`config.mk`:
```
export PLATFORM = sky130hd
export DESIGN_NAME = exe_div_iter
export DESIGN_NICKNAME = d
export VERILOG_FILES = /design/src/rtl/exe_div_iter.sv
export SDC_FILE = /design/constraint.sdc
export NUM_CORES = 1
export LEC_CHECK = 0
export CAP_MARGIN = 5
export CORE_UTILIZATION = 39
export DETAILED_ROUTE_END_ITERATION = 8
export MAX_ROUTING_LAYER = met4
export PLACE_DENSITY_LB_ADDON = 0.1
export SETUP_SLACK_MARGIN = 0.3
export SLEW_MARGIN = 25
export SYNTH_ARGS = -nofsm -noshare
export SYNTH_HDL_FRONTEND = slang
export SYNTH_SLANG_ARGS = --single-unit
```
`constraint.sdc`:
```
create_clock -name clk -period 4.7 [get_ports clk]
set_input_delay 0.705 -clock clk [delete_from_list [all_inputs] [get_ports clk]]
set_output_delay 0.705 -clock clk [all_outputs]
set_load 0.02 [all_outputs]
```
`src/rtl/exe_div_iter.sv`:
```
// Iterative 32-bit DIV/DIVU for the EXE stage: one restoring radix-2 step per cycle,
// stalling the EXE/MEM register until the {HI=remainder, LO=quotient} result is ready.
module exe_div_iter (
    input  logic        clk,
    input  logic        rst,
    input  logic        start,
    input  logic        is_signed,
    input  logic [31:0] dividend,
    input  logic [31:0] divisor,
    input  logic        flush,
    input  logic        accept,
    output logic        stall_req,
    output logic        done,
    output logic [63:0] div_result
);

    typedef enum logic [1:0] {IDLE, BUSY, DONE} state_t;

    state_t      state, state_nxt;
    logic [4:0]  count;
    logic [63:0] acc, acc_step;
    logic [31:0] dvsr;
    logic        q_neg, r_neg;
    logic        latch_ops, finish;
    logic [31:0] a_abs, b_abs, q_fix, r_fix, sub_lo;
    logic        ge;

    // Handshake: stall_req holds the EXE/MEM register while a divide is accepted
    // or running; done marks a valid result, consumed on a cycle with accept=1.
    always_comb begin
        state_nxt = state;
        latch_ops = 1'b0;
        finish    = 1'b0;
        case (state)
            IDLE: if (start) begin
                state_nxt = BUSY;
                latch_ops = 1'b1;
            end
            BUSY: if (count == 5'd31) begin
                state_nxt = DONE;
                finish    = 1'b1;
            end
            DONE: if (accept) state_nxt = IDLE;
            default: state_nxt = IDLE;
        endcase
        if (flush) begin
            state_nxt = IDLE;
            latch_ops = 1'b0;
            finish    = 1'b0;
        end
    end

    assign stall_req = ((state == IDLE) && start && !flush) || (state == BUSY);
    assign done      = (state == DONE);

    assign a_abs = (is_signed && dividend[31]) ? -dividend : dividend;
    assign b_abs = (is_signed && divisor[31])  ? -divisor  : divisor;

    // The shifted partial remainder is 33 bits wide; after a successful subtract it
    // is below the divisor, so the low 32 bits of the difference are exact.
    assign ge       = acc[63:31] >= {1'b0, dvsr};
    assign sub_lo   = acc[62:31] - dvsr;
    assign acc_step = ge ? {sub_lo, acc[30:0], 1'b1} : {acc[62:0], 1'b0};

    assign q_fix = q_neg ? -acc_step[31:0]  : acc_step[31:0];
    assign r_fix = r_neg ? -acc_step[63:32] : acc_step[63:32];

    always_ff @(posedge clk) begin
        if (rst) begin
            state      <= IDLE;
            count      <= 5'd0;
            acc        <= 64'd0;
            dvsr       <= 32'd0;
            q_neg      <= 1'b0;
            r_neg      <= 1'b0;
            div_result <= 64'd0;
        end else begin
            state <= state_nxt;
            if (latch_ops) begin
                acc   <= {32'd0, a_abs};
                dvsr  <= b_abs;
                // Divide-by-zero keeps LO all ones, so it never takes the quotient sign.
                q_neg <= is_signed && (dividend[31] ^ divisor[31]) && (divisor != 32'd0);
                r_neg <= is_signed && dividend[31];
                count <= 5'd0;
            end else if (state == BUSY) begin
                acc   <= acc_step;
                count <= count + 5'd1;
            end
            if (finish) div_result <= {r_fix, q_fix};
        end
    end

endmodule

```
* Word-level counts from Yosys, hierarchy flattened
Index checks and enable logic that the tools add are counted.
** Word-level totals
- Flip-flop bits (word level) :: 169
- Input bits :: 70
- Output and inout port bits :: 66
** Operators by class
- Add/sub/neg operators :: 6
- Magnitude comparators :: 1
- Eq/ne operators :: 6
- Muxes and demuxes :: 17
- Bitwise logic cells :: 1
- Reduce and logical (&&, ||, !) cells :: 14
** Operators by type and width (number)
- 32-bit 2-to-1 mux :: 6
- 32-bit negator :: 4
- 64-bit 2-to-1 mux :: 1
- 33-bit by 32-bit >= comparator with 1-bit output :: 1
- 32-bit nonzero test :: 1
- 32-bit subtractor :: 1
- 1-bit logical AND :: 6
- 1-bit 2-to-1 mux :: 6
- 2-bit 2-to-1 mux :: 3
- 2-bit inequality test, second input constant :: 3
- 2-bit case mux with 3 select lines :: 1
- 5-bit by 1-bit adder with 5-bit output, second input constant :: 1
- 5-bit equality test, second input constant :: 1
- 2-bit OR reduction :: 2
- 3-bit AND reduction :: 1
- 2-bit by 1-bit equality test with 1-bit output, second input constant :: 1
- 2-bit equality test, second input constant :: 1
- 2-bit logical NOT :: 1
- 2-bit nonzero test :: 1
- 1-bit logical NOT :: 1
- 1-bit logical OR :: 1
- 1-bit bitwise XOR :: 1

* Logic depth before layout (Yosys ltp)
- Depth after elaboration :: 4
- Gate-level depth with buffers :: 24

* Worst setup path before layout
No wires, ideal clock.
- Kind :: reg-to-reg
- Start :: register acc[34]
- End :: register div_result[62]
- Library setup time :: 0.119 ns
- Arrival time :: 4.826 ns
- Data required time :: 4.581 ns
- Path slack :: -0.246 ns
- Stages on the path, launching flop included :: 22
- Path buffers :: 5
- Period minus slack after synthesis :: 4.946 ns
- Cells stage by stage :: dfxtp_1 ha_1 buf_4 o211a_1 a21boi_2 o21ai_2 a2111oi_4 or2_1 buf_6 buf_2 buf_2 buf_2 mux2i_1 ha_1 nand3b_1 or3_1 nor3_1 a31oi_1 or4b_4 o41ai_2 xnor2_1 o21ai_1
** Between the ends
- Word-level cells in the longest chain between the ends :: 4
- Elaborated cells between the ends (all ways) :: 5
- Classes of those cells :: add/sub: 2; order compare: 1; mux: 2
** Ends and longest elaborated chain
- start, declared :: RTL line 21 : logic [63:0] acc, acc_step;
- start signal, assigned :: RTL line 80 : acc <= {32'd0, a_abs};
- start signal, assigned :: RTL line 87 : acc <= acc_step;
- 32-bit subtractor or 33-bit by 32-bit >= comparator with 1-bit output (tied branches) :: RTL line 62, 61
- 64-bit 2-to-1 mux (*) :: RTL line 63 : assign acc_step = ge ? {sub_lo, acc[30:0], 1'b1} : {acc[62:0], 1'b0};
- 32-bit negator :: RTL line 66 : assign r_fix = r_neg ? -acc_step[63:32] : acc_step[63:32];
- 32-bit 2-to-1 mux (*) :: RTL line 66
- end signal, assigned :: RTL line 90 : if (finish) div_result <= {r_fix, q_fix};
- end, declared :: RTL line 14 : output logic [63:0] div_result
Mark *: on every way between the ends. The rest lies on a longest branch, timed or not.
A chain may end at the register's enable or synchronous reset.

* Final worst setup path
- Start :: register dvsr[3]
- End :: register div_result[62]
** Between the ends
- Word-level cells in the longest chain between the ends :: 4
- Elaborated cells between the ends (all ways) :: 5
- Classes of those cells :: add/sub: 2; order compare: 1; mux: 2
** Ends and longest elaborated chain
- start, declared :: RTL line 22 : logic [31:0] dvsr;
- start signal, assigned :: RTL line 81 : dvsr <= b_abs;
- 32-bit subtractor or 33-bit by 32-bit >= comparator with 1-bit output (tied branches) :: RTL line 62, 61
- 64-bit 2-to-1 mux (*) :: RTL line 63
- 32-bit negator :: RTL line 66
- 32-bit 2-to-1 mux (*) :: RTL line 66
Marked as above.

==> results by group <==
Clocking
  – H-tree levels: 4
  – Clk buf depth: 2
  – Clk root buf: clkbuf_16
  – TritonCTS clock tree: yes
  – Clk pin slew, worst setup/hold paths: 0.08 ns
  – CTS Buf Count: 17
  – Clock Sinks: 169
  – Clock latency on the worst-skew pair: approximately 0.44 ns

Drt
  – Antenna Nets Post-Route: 0
  – Final wirelength: 37.4 mm
  – First-pass DRT Iterations: 5
  – Initial detailed-routing violation count: around 900
  – Post-route DRC: 0
  – Vias per inst: 5.63
  – Drt wl/cell: approximately 18 µm
  – Vias: 11,500

Run
  – Max-Cap Viols: 0

Timing
  – Final setup violating endpoints: 0
  – Worst Skew: ~0.015 ns
  – Period utilisation layout: 0.906
  – Fin. Hold Viols: 0
  – Fmax: approximately 230 MHz
  – Period minus WS final: 4.26 ns
  – Worst slew pin tran: 0.944 ns
  – Final Slew Violations: 0
  – RSZ-0062 raised after global routing: yes
  – Setup tns final: 0 ns
  – Worst slew margin: 0.370

Synthesis
  – Top cell type's share of synthesized area: 0.293
  – Post-synthesis sequential area ratio: 0.293
  – Synth area leaders: dfxtp_1 (29%), nand2_1 (6.8%), nor2_1 (5.5%), xor2_1 (5.3%), a21oi_1 (5.2%)
  – Cell accounting for the most synthesized area: dfxtp_1
  – Cell variety after synth: 89
  – Avg Inst Size Synth: 7.52 µm²
  – Number of standard cells after synthesis: 1,535
  – Predominant post-synthesis flop cell: dfxtp_1
  – Top cells by count, synth: nand2_1 (210), nor2_1 (170), dfxtp_1 (169)
  – Synthesized net count: ~1,600
  – Total number of yosys warnings: 0
  – FFs w/ async S/R, synth: 0
  – Seq cells post-synth: around 170
  – Number of synthesized flops with an enable pin: 0
  – Most common cell in the synthesized netlist: nand2_1
  – Mapped cell area: 0.0115 mm²

Pwr
  – Flop pwr share: 0.318
  – Logic pwr share: 0.365
  – Clock power frac: 0.317
  – P_int: 3060 µW
  – Sw Share: 0.375
  – IR drop worst, VDD: between 200 and 250 µV
  – Static Leak: roughly 0.0051 µW
  – Sw power: about 1800 µW
  – Pwr dens: 340 mW/mm²

GRT
  – Largest net degree at the start of global routing: 87
  – Global-route wire length before repair: between 50 and 60 mm
  – Initial antenna violation count: 1
  – Global Route Usage Sum: 0.253
  – Vias in the first global route: 10,600
  – Gr ovfl total: 0

Setup path
  – Worst Setup Start Kind: flop
  – Reg-to-reg setup timing slack: 0.44 ns
  – Critical path startpoint: dvsr[3]
  – R2r startpoint: dvsr[3]
  – Max Fanout on Critical Path: 7
  – Worst Setup Path Type: reg -> reg
  – Crit. End Element: flop
  – Worst path required time: 5.03 ns
  – Worst Path Arrival: 4.59 ns

Floorplanning
  – Full die area: just over 0.03 mm²
  – Die Wd: 174 µm
  – Core area: between 0.02 and 0.03 mm²
  – Row count: 62
  – DIE HEIGHT: 174 µm
  – Initial Utilization: 0.399
  – # IOs: about 140

Place
  – Placed Area: 0.0135 mm²
  – Detailed placer's ending HPWL: 28.0 mm
  – RePlAce Congestion: between 0.9 and 1
  – Port-buffer cells: 135

Status
  – Status: finished, final reports clean

Layout
  – Fillers: 2,828
  – Layout Nets: 1,755
  – Design area: roughly 0.014 mm²
  – Layout area overhead: 24.7%
  – Fraction of layout cells with a size suffix above 1: 0.100

Min path
  – HP Class: reg -> reg
  – Hold path start: div_result[39]
power by group through the flow:
| stage | clock [µW] | combinational [µW] | sequential (µW) |
|---|---|---|---|
| detailed placement | 0 | 1690 | 1580 |
| global placement | 0 | 1700 | 1580 |
| CTS | 1580 | 1710 | 1550 |
| finish | 1550 | 1790 | 1550 |
| floorplan | 0 | 1170 | 1560 |
| global route | 1640 | 1940 | 1560 |
final timing paths:
| path | to | depth (start not counted) |
|---|---|---|
| max | div_result[62] | 17 |
| min | div_result[39] | 2 |
| max reg2reg | div_result[62] | 17 |
| min reg2reg | div_result[39] | 2 |
routing by layer:
metal  GRT usage  vias to the layer above  routed length (µm)
met5           -                        -                   0
met4      0.0552                        0                 427
met3      0.0311                       29                1590
met2       0.376                      292               16400
met1       0.364                     5464               19000
li1            -                     5728                   -
state kept, by name (all words and copies together), names as in the netlist:
signal / cells
acc: 64
count: 5
div_result: 64
dvsr: 32
q_neg: 1
r_neg: 1
state: 2
what timing repair did:
action / CTS / global route
hold buffers: 0 / 0
gates cloned: 0 / 0
gates resized for setup: 5 / 40
pin swaps: 0 / 9
setup endpoints to repair: 6 / 18
buffers inserted: 0 / 1
worst max-delay path, stage by stage, from the launching register on:
cell and delay, ns:
dfxtp_1 0.31, inv_1 0.07, ha_4 0.32, o211a_1 0.17
a21boi_4 0.27, o21ai_4 0.13, a2111oi_4 0.36, or2_4 0.26
mux2i_4 0.25, ha_2 0.21, nand3b_1 0.11, or3_4 0.38
nor3_4 0.17, a31oi_4 0.12, or4b_4 0.55, o41ai_4 0.24
xnor2_1 0.16, o21ai_1 0.07
metrics by stage:
step,setup slack (ns),utilization,power (µW),std cells,hold WS (ns)
2_1_floorplan,0.133,-,2730,1535,0.429
3_3_place_gp,0.294,0.466,3280,2009,0.439
3_5_place_dp,0.180,0.466,3280,2010,0.444
4_1_cts,0.316,0.489,4840,2042,0.453
5_1_grt,0.267,0.498,5140,2044,0.469
6_report,0.443,0.498,4890,2044,0.449
cell families after synthesis:
| kind of cell | Yosys count | synth area share |
|---|---|---|
| simple gates | 561 | 0.224 |
| compound gates | 462 | 0.267 |
| flops | 169 | 0.293 |
| mux | 20 | 0.0177 |
| buf+inv | 147 | 0.0516 |
| xor+xnor | 137 | 0.104 |
| fa+ha+maj | 39 | 0.0429 |
cell type report:
cell class,count,area (µm²),share of cell area
multi-input cells,1219,7940,0.551
clock inverters,14,209,0.0145
repair buffers,188,1750,0.122
diodes,1,2.50,0.000174
clock buffers,18,429,0.0298
flip-flops and latches,169,3390,0.236
inverters,51,196,0.0136
well taps,384,480,0.0334
cells in the final DEF, fill, tap and decap left out, types with 22 or more instances in the layout:
master,n
a211oi_1,58
a21boi_0,28
a21oi_1,118
a311oi_1,30
buf_4,53
clkdlybuf4s50_1,134
dfxtp_1,161
inv_1,50
nand2_1,209
nor2_1,169
nor3_1,33
o21ai_0,88
o31ai_1,22
or3_1,26
xnor2_1,67
xor2_1,70
(Power assumes the default switching activity.)
